$ cat src/rtl/tx_ethernet.sv
// tx_ethernet: GMII Ethernet II frame transmitter with zero pad, CRC-32 FCS and inter-frame gap
module tx_ethernet #(
  parameter int PRE_BYTES   = 7,
  parameter int MIN_PAYLOAD = 46,
  parameter int MAX_PAYLOAD = 1500,
  parameter int IFG_BYTES   = 12
) (
  input  logic        TX_CLK,
  input  logic        rst,
  input  logic [47:0] dst_mac,
  input  logic [47:0] src_mac,
  input  logic [15:0] ethertype,
  input  logic [7:0]  tx_data,
  input  logic        tx_valid,
  input  logic        tx_last,
  output logic        tx_ready,
  output logic        TX_EN,
  output logic [7:0]  TXD,
  output logic        TX_ER,
  output logic        busy,
  output logic        frame_done,
  output logic        tx_abort,
  output logic        GTX_CLK
);
  typedef enum logic [3:0] {IDLE, PRE, SFD, HDR, PAY, PAD, FCS, ERR, IFG} state_t;
  state_t        state_q, state_d;
  logic [10:0]   cnt_q, cnt_d;
  logic [111:0]  hdr_q, hdr_d;
  logic [31:0]   crc_q, crc_d;
  logic [31:0]   fcs;
  logic          tx_en_d, tx_er_d, pend_q, pend_d;
  logic [7:0]    txd_d;
  function automatic logic [31:0] crc_byte(input logic [31:0] c, input logic [7:0] d);
    logic [31:0] r;
    r = c ^ {24'h0, d};
    for (int i = 0; i < 8; i++) r = r[0] ? (r >> 1) ^ 32'hEDB88320 : r >> 1;
    return r;
  endfunction
  assign fcs      = ~crc_q;
  assign tx_ready = state_q == PAY;
  assign busy     = state_q != IDLE;
  assign GTX_CLK  = TX_CLK;
  // Next-state, CRC accumulation and the GMII byte to register; outputs lag state by one cycle
  always_comb begin
    state_d = state_q;
    cnt_d   = cnt_q;
    hdr_d   = hdr_q;
    crc_d   = crc_q;
    tx_en_d = 1'b1;
    tx_er_d = 1'b0;
    txd_d   = 8'h00;
    pend_d  = 1'b0;
    case (state_q)
      IDLE: begin
        tx_en_d = 1'b0;
        crc_d   = '1;
        cnt_d   = '0;
        if (tx_valid) begin
          hdr_d   = {dst_mac, src_mac, ethertype};
          state_d = PRE;
        end
      end
      PRE: begin
        txd_d   = 8'h55;
        cnt_d   = int'(cnt_q) == PRE_BYTES - 1 ? '0 : cnt_q + 11'd1;
        state_d = int'(cnt_q) == PRE_BYTES - 1 ? SFD : PRE;
      end
      SFD: begin
        txd_d   = 8'hD5;
        state_d = HDR;
      end
      HDR: begin
        txd_d   = hdr_q[111:104];
        hdr_d   = hdr_q << 8;
        crc_d   = crc_byte(crc_q, hdr_q[111:104]);
        cnt_d   = cnt_q == 11'd13 ? '0 : cnt_q + 11'd1;
        state_d = cnt_q == 11'd13 ? PAY : HDR;
      end
      PAY: begin
        if (tx_valid) begin
          txd_d = tx_data;
          crc_d = crc_byte(crc_q, tx_data);
          cnt_d = tx_last && int'(cnt_q) + 1 >= MIN_PAYLOAD ? '0 : cnt_q + 11'd1;
          if (tx_last) state_d = int'(cnt_q) + 1 < MIN_PAYLOAD ? PAD : FCS;
          else if (int'(cnt_q) == MAX_PAYLOAD - 1) state_d = ERR;
        end else begin
          tx_er_d = 1'b1;
          cnt_d   = '0;
          state_d = IFG;
        end
      end
      PAD: begin
        crc_d   = crc_byte(crc_q, 8'h00);
        cnt_d   = int'(cnt_q) == MIN_PAYLOAD - 1 ? '0 : cnt_q + 11'd1;
        state_d = int'(cnt_q) == MIN_PAYLOAD - 1 ? FCS : PAD;
      end
      FCS: begin
        txd_d   = fcs[{cnt_q[1:0], 3'b000} +: 8];
        pend_d  = cnt_q == 11'd3;
        cnt_d   = cnt_q == 11'd3 ? '0 : cnt_q + 11'd1;
        state_d = cnt_q == 11'd3 ? IFG : FCS;
      end
      ERR: begin
        tx_er_d = 1'b1;
        cnt_d   = '0;
        state_d = IFG;
      end
      IFG: begin
        tx_en_d = 1'b0;
        crc_d   = '1;
        cnt_d   = int'(cnt_q) == IFG_BYTES - 2 ? '0 : cnt_q + 11'd1;
        state_d = int'(cnt_q) == IFG_BYTES - 2 ? IDLE : IFG;
      end
      default: begin
        tx_en_d = 1'b0;
        state_d = IDLE;
      end
    endcase
  end
  // State and registered GMII outputs; async reset drops TX_EN at once
  always_ff @(posedge TX_CLK or posedge rst) begin
    if (rst) begin
      state_q    <= IDLE;
      cnt_q      <= '0;
      hdr_q      <= '0;
      crc_q      <= '1;
      pend_q     <= 1'b0;
      TX_EN      <= 1'b0;
      TXD        <= 8'h00;
      TX_ER      <= 1'b0;
      tx_abort   <= 1'b0;
      frame_done <= 1'b0;
    end else begin
      state_q    <= state_d;
      cnt_q      <= cnt_d;
      hdr_q      <= hdr_d;
      crc_q      <= crc_d;
      pend_q     <= pend_d;
      TX_EN      <= tx_en_d;
      TXD        <= txd_d;
      TX_ER      <= tx_er_d;
      tx_abort   <= tx_er_d;
      frame_done <= pend_q;
    end
  end
endmodule
$ cat config.mk
export PLATFORM = sky130hd
export DESIGN_NAME = tx_ethernet
export DESIGN_NICKNAME = d
export VERILOG_FILES = /design/src/rtl/tx_ethernet.sv
export SDC_FILE = /design/constraint.sdc
export NUM_CORES = 1
export LEC_CHECK = 0
export CAP_MARGIN = 30
export CORE_UTILIZATION = 32
export CTS_BUF_LIST = sky130_fd_sc_hd__clkbuf_16
export DETAILED_ROUTE_END_ITERATION = 8
export GPL_TIMING_DRIVEN = 0
export PLACE_DENSITY = 0.6
export SLEW_MARGIN = 10
export SYNTH_ARGS = -nofsm -noshare
export SYNTH_HDL_FRONTEND = slang
export SYNTH_SLANG_ARGS = --single-unit
$ cat constraint.sdc
create_clock -name TX_CLK -period 12.2 [get_ports TX_CLK]
set_clock_uncertainty 0.1 [all_clocks]
set_input_delay 1.83 -clock TX_CLK [delete_from_list [all_inputs] [get_ports TX_CLK]]
set_output_delay 1.83 -clock TX_CLK [all_outputs]
set_load 0.1 [all_outputs]
==> impl_metrics.yaml, run 1 <==
critical_path:
  cp-end-kind: "output port"
  path_common_cell: "clkbuf_16"
  worstPathRequired_ns: 10.27
  startpoint: "TX_CLK"
  cp_max_fo: 2
  cp.arrival_ns: 7.41
  slowest_delay_ns: 0.95
  path_cells: "clkbuf_16, clkbuf_16, buf_4, clkdlybuf4s50_1"
  cp-start-kind: "clock port"
  r2r_start: "cnt_q[0]$_DFFE_PP0P_"
  cpMaxStageDelayCell: "clkdlybuf4s50_1"
  path_buf_inv: 4
  crit_family: "buffers and inverters"
  worstSetupPathType: "clock port to output port"
global_route:
  grt_pass1_wl_um: 57400
  antenna_found_initial: 3
  grt_pass1_vias: 9632
  overflow: 0
  grt_max_degree: 94
  grt_use_total_pct: 22.7
place:
  port-buffer-count: 133
  dp_hpwl_um: 26800
  place.gp.congestion: 0.957
  pre_cts_slack_ns: 3.12
clock_network:
  clk_latency_ns: 0.55
  cts_hold_buf: 0
  cts_tree: "built"
  cts.repair.resized: 0
  clk_pin_slew_ns: 0.08
  post_cts_buffers: 0
cells_and_area:
  finish.net_count: 1490
  seqCellArea_um2: 4320
  diodes: 0
  mostFrequentLayoutCells: "225 x nor2_1, 140 x xnor2_1, 139 x dfrtp_1"
  num-fill-cells: 3320
  layout_commonest_cell: "nor2_1"
  drive_gt1_share_pct: 8.94
  area_growth_pct: 24.7
  multi_input_area_um2: 5820
synth:
  post_synth.cell_area_avg_um2: 8.80
  ys_types: 71
  syn_nets: 1331
  synth_top_cell_by_area: "dfrtp_1"
  postSynthCellCount: 1204
  post_synth_instance_area_um2: 10600
  synth-edff-count: 0
  seq_area_frac_synth_pct: 40.8
  synth.area.top_cells: "dfrtp_1 33%, xnor2_1 12%, nor2_1 8.0%, dfstp_2 7.9%, xor2_1 5.2%"
  synth-async-reset-ratio_pct: 100
  yosys_most_used_dff: "dfrtp_1"
  yosys_register_bits: 171
  synth_warnings: 0
  synth_top_area_share_pct: 32.8
sta:
  setup-violations-final: 0
  drv_slew: 0
  hold_viol: 0
  tightest_slew_ns: 1.04
  rsz0062_at_grt: "no"
  max-slew-margin-rel_pct: 30.3
  timing.final.ws_setup_ns: 2.86
  setup_tns_ns: 0
run_status:
  outcome: "complete, no violations"
worst_hold_path:
  min-delay-start: "pend_q$_DFF_PP0_"
  hp-class: "flip-flop to flip-flop"
power:
  leakage_nw: 5.08
  worst_ir_drop_vdd_mv: 0.195
  p_per_area_nw_per_um2: 378
floorplan:
  initial_core_util_pct: 32.6
  die_h_um: 184
  rows: 66
  ioPinCount: 139
  core_um2: 32500
  die_w_um: 184
  dieArea_um2: 33800
detailed_routing:
  routed_via_density: 5.36
  first_pass_iters: 5
  routed_wl_um: 37300
  wl_per_cell_um: 20.5
  final_antenna_net_count: 0
  num_vias: 9739
  first_iter_violations: 886
  drcViolationCount: 0
flow_run:
  cap_viol_max_count: 0
[power breakdown]
part           internal, mW  switching [mW]  total (mW)
Sequential            0.871           0.204        1.07
Combinational          1.37            1.90        3.27
Clock                 0.345           0.311       0.656
[Yosys cell counts, drive strengths merged, types with 6 or more instances]
cell type    n
or3          7
a31oi       42
o22ai       85
a221oi       8
mux4         8
nand2b       8
nor3        11
clkbuf      62
o21ai       45
xnor2      146
nor2       225
xor2        66
buf         33
a22oi        9
a21oi       40
o211ai       7
o221ai       8
nand2      125
dfrtp      139
nand4        6
dfstp       32
nand3       15
[path summary, 6_finish.rpt]
kind	to	slack, ns	cells past startpoint
max reg2reg	cnt_q[3]$_DFFE_PP0P_	8.83	11
max	GTX_CLK	2.86	4
min in group asynchronous	hdr_q[17]$_DFFE_PP0P_	1.67	2
min reg2reg	frame_done$_DFF_PP0_	0.25	0
max in group asynchronous	crc_q[12]$_DFFE_PP1P_	9.44	3
min	frame_done$_DFF_PP0_	0.25	0
[final cells by class]
class,instances,share of cell area (%)
buffer,95,3.25
clock buffer,21,3.86
clock inverter,15,1.32
inverter,7,0.256
multi-input combinational,931,44.1
sequential,171,32.7
tap,442,4.18
timing repair buffer,136,10.4
[per-layer routing]
metal	share of wire, %	track usage [%]	vias to the layer above	routed length [µm]
met5	0.11	0	-	40
met4	2.0	7.50	6	756
met3	8.4	4.56	63	3140
met2	46	35.7	459	17100
met1	43	30.9	4735	16200
li1	-	-	4476	-
[kinds of logic (layout without fill, tap and decap cells)]
family                   count (synthesis)  count (layout)  synth area share (%)
AND/OR/NAND/NOR                        421             421                  16.6
multiplexers                            12              12                  2.09
buffers and inverters                  102             274                  4.30
XOR/XNOR                               213             213                  18.6
adder cells (fa/ha/maj)                  3               3                 0.354
AO/OA/AOI/OAI                          282             282                  17.3
flip-flops                             171             171                  40.8
[registers in the layout, summed over array words and instances, names as in the netlist]
signal      flops
crc_q          32
state_q         4
TX_EN           1
tx_abort        1
pend_q          1
hdr_q         112
frame_done      1
TXD             8
cnt_q          11
[metrics by stage]
stage                     power [mW]  hold slack [ns]  cell area (µm²)  instances  util (%)
after floorplan                 3.55            0.231            10600       1204         -
after global placement          4.30            0.237            12500       1779      38.4
after detailed placement        4.32            0.235            12500       1781      38.5
after CTS                       4.95            0.253            13200       1816      40.6
after global routing            5.32            0.274            13200       1818      40.6
final                           5.00            0.252            13200       1818      40.6
Note: power is estimated with default switching activity, not from simulation.
==> run 2: changes to the inputs <==
--- a/config.mk
+++ b/config.mk
@@ -10,7 +10,7 @@
 export CTS_BUF_LIST = sky130_fd_sc_hd__clkbuf_16
 export DETAILED_ROUTE_END_ITERATION = 8
 export GPL_TIMING_DRIVEN = 0
-export PLACE_DENSITY = 0.6
+export PLACE_DENSITY = 0.62
 export SLEW_MARGIN = 10
 export SYNTH_ARGS = -nofsm -noshare
 export SYNTH_HDL_FRONTEND = slang
==> constraint.sdc (replaced) <==
create_clock -name TX_CLK -period 8 [get_ports TX_CLK]
set_clock_uncertainty 0.1 [all_clocks]
set_input_delay 1.2 -clock TX_CLK [delete_from_list [all_inputs] [get_ports TX_CLK]]
set_output_delay 1.2 -clock TX_CLK [all_outputs]
set_load 0.1 [all_outputs]
==> impl_metrics.yaml, run 2 (synthesis results as in run 1) <==
detailed_routing:
  routed_wl_um: 37000
  wl_per_cell_um: 20.4
  num_vias: 9702
  routed_via_density: 5.34
  drcViolationCount: 0
  final_antenna_net_count: 0
  first_iter_violations: 875
  first_pass_iters: 5
floorplan:
  ioPinCount: 139
  initial_core_util_pct: 32.6
  rows: 66
  die_w_um: 184
  die_h_um: 184
  dieArea_um2: 33800
  core_um2: 32500
clock_network:
  cts_hold_buf: 0
  clk_latency_ns: 0.56
  clk_pin_slew_ns: 0.08
  post_cts_buffers: 0
  cts_tree: "built"
  cts.repair.resized: 0
critical_path:
  cpMaxStageDelayCell: "clkdlybuf4s50_1"
  cp-end-kind: "output port"
  path_common_cell: "clkbuf_16"
  worstSetupPathType: "clock port to output port"
  r2r_start: "cnt_q[0]$_DFFE_PP0P_"
  cp-start-kind: "clock port"
  rrSetupSlack_ns: 4.62
  cp_max_fo: 2
  slowest_delay_ns: 0.95
  path_cells: "clkbuf_16, clkbuf_16, buf_4, clkdlybuf4s50_1"
  r2r-end: "cnt_q[3]$_DFFE_PP0P_"
  crit_family: "buffers and inverters"
  cp.arrival_ns: 5.32
  reg2regPathDepth: 11
  path_buf_inv: 4
  worstPathRequired_ns: 6.70
sta:
  tightest_slew_ns: 1.05
  rsz0062_at_grt: "no"
  setup-violations-final: 0
  drv_slew: 0
  max-slew-margin-rel_pct: 29.2
  timing.final.ws_setup_ns: 1.38
  hold_viol: 0
worst_hold_path:
  worstHoldEndpoint: "frame_done$_DFF_PP0_"
  min-delay-start: "pend_q$_DFF_PP0_"
  worst_hold_path.num_cells: 0
  hp-class: "flip-flop to flip-flop"
place:
  place.gp.congestion: 0.980
  port-buffer-count: 133
  pre_cts_slack_ns: 1.65
  dp_hpwl_um: 26900
flow_run:
  cap_viol_max_count: 0
power:
  leakage_nw: 5.07
  power_mw: 7.60
  worst_ir_drop_vdd_mv: 0.237
  p_per_area_nw_per_um2: 575
global_route:
  grt_max_degree: 112
  globalRouteMet2Util_pct: 35.1
  busiest_layer: "met2"
  grt_pass1_wl_um: 57100
  grt_pass1_vias: 9556
  grt_use_total_pct: 22.4
  use_met3_pct: 5.13
  use_met1_pct: 29.9
  antenna_found_initial: 4
  overflow: 0
run_status:
  outcome: "complete, no violations"
cells_and_area:
  mostFrequentLayoutCells: "225 x nor2_1, 140 x xnor2_1, 139 x dfrtp_1"
  largest_reg_flops: 112
  finish.net_count: 1488
  layout_commonest_cell: "nor2_1"
  num-fill-cells: 3250
  area_growth_pct: 24.8
  top_register: "hdr_q"
  reg.largest.list: "hdr_q x112, crc_q x32, cnt_q x11"
  drive_gt1_share_pct: 8.81
[run 2: changes by cell type in the layout (fill, tap and decap cells not counted), sizes merged]
| cell | previous run | this run |
|---|---|---|
| clkinv | 5 | 11 |
| inv | 14 | 11 |
| buf | 37 | 35 |
| clkinvlp | 2 | 0 |
| bufinv | 1 | 0 |
| diode | 0 | 1 |
[run 2: per-layer routing]
layer,up-vias,share of wire (%)
li1,4476,-
met1,4695,43
met2,442,45
met3,85,8.8
met4,4,3.0
met5,-,0.084
[run 2: power by group]
group	switching [mW]	total, mW	internal (mW)
logic	2.88	4.97	2.08
registers	0.315	1.64	1.33
clock network	0.490	0.994	0.504
[run 2: worst max path at each step]
stage	cells after the start	from	slack, ns	end
finish	4	TX_CLK	1.38	GTX_CLK
CTS	4	TX_CLK	1.37	GTX_CLK
global route	4	TX_CLK	1.36	GTX_CLK
floorplan	1	rst	2.12	TXD[0]$_DFF_PP0_
global placement	2	rst	-0.57	TXD[2]$_DFF_PP0_
detailed placement	2	TX_CLK	1.65	GTX_CLK
[run 2: final cells by class]
cell class              instances  area, µm²  area share (%)
plain buffers                  95        429            3.25
clock inverters                15        189            1.43
multi-input cells             931       5820            44.1
repair buffers                134       1360            10.3
diodes                          1       2.50          0.0189
inverters                       7       33.8           0.256
clock buffers                  21        510            3.86
flip-flops and latches        171       4320            32.7
well taps                     442        553            4.18
[run 2: through the flow]
| step | cell area [µm²] | TNS (ns) | cells | util [%] | hold WS (ns) |
|---|---|---|---|---|---|
| finish | 13200 | 0 | 1817 | 40.6 | 0.266 |
| global route | 13200 | 0 | 1816 | 40.6 | 0.278 |
| CTS | 13200 | 0 | 1816 | 40.6 | 0.268 |
| detailed placement | 12500 | 0 | 1781 | 38.5 | 0.250 |
| global placement | 12500 | -76.63 | 1779 | 38.4 | 0.236 |
| floorplan | 10600 | 0 | 1204 | - | 0.231 |
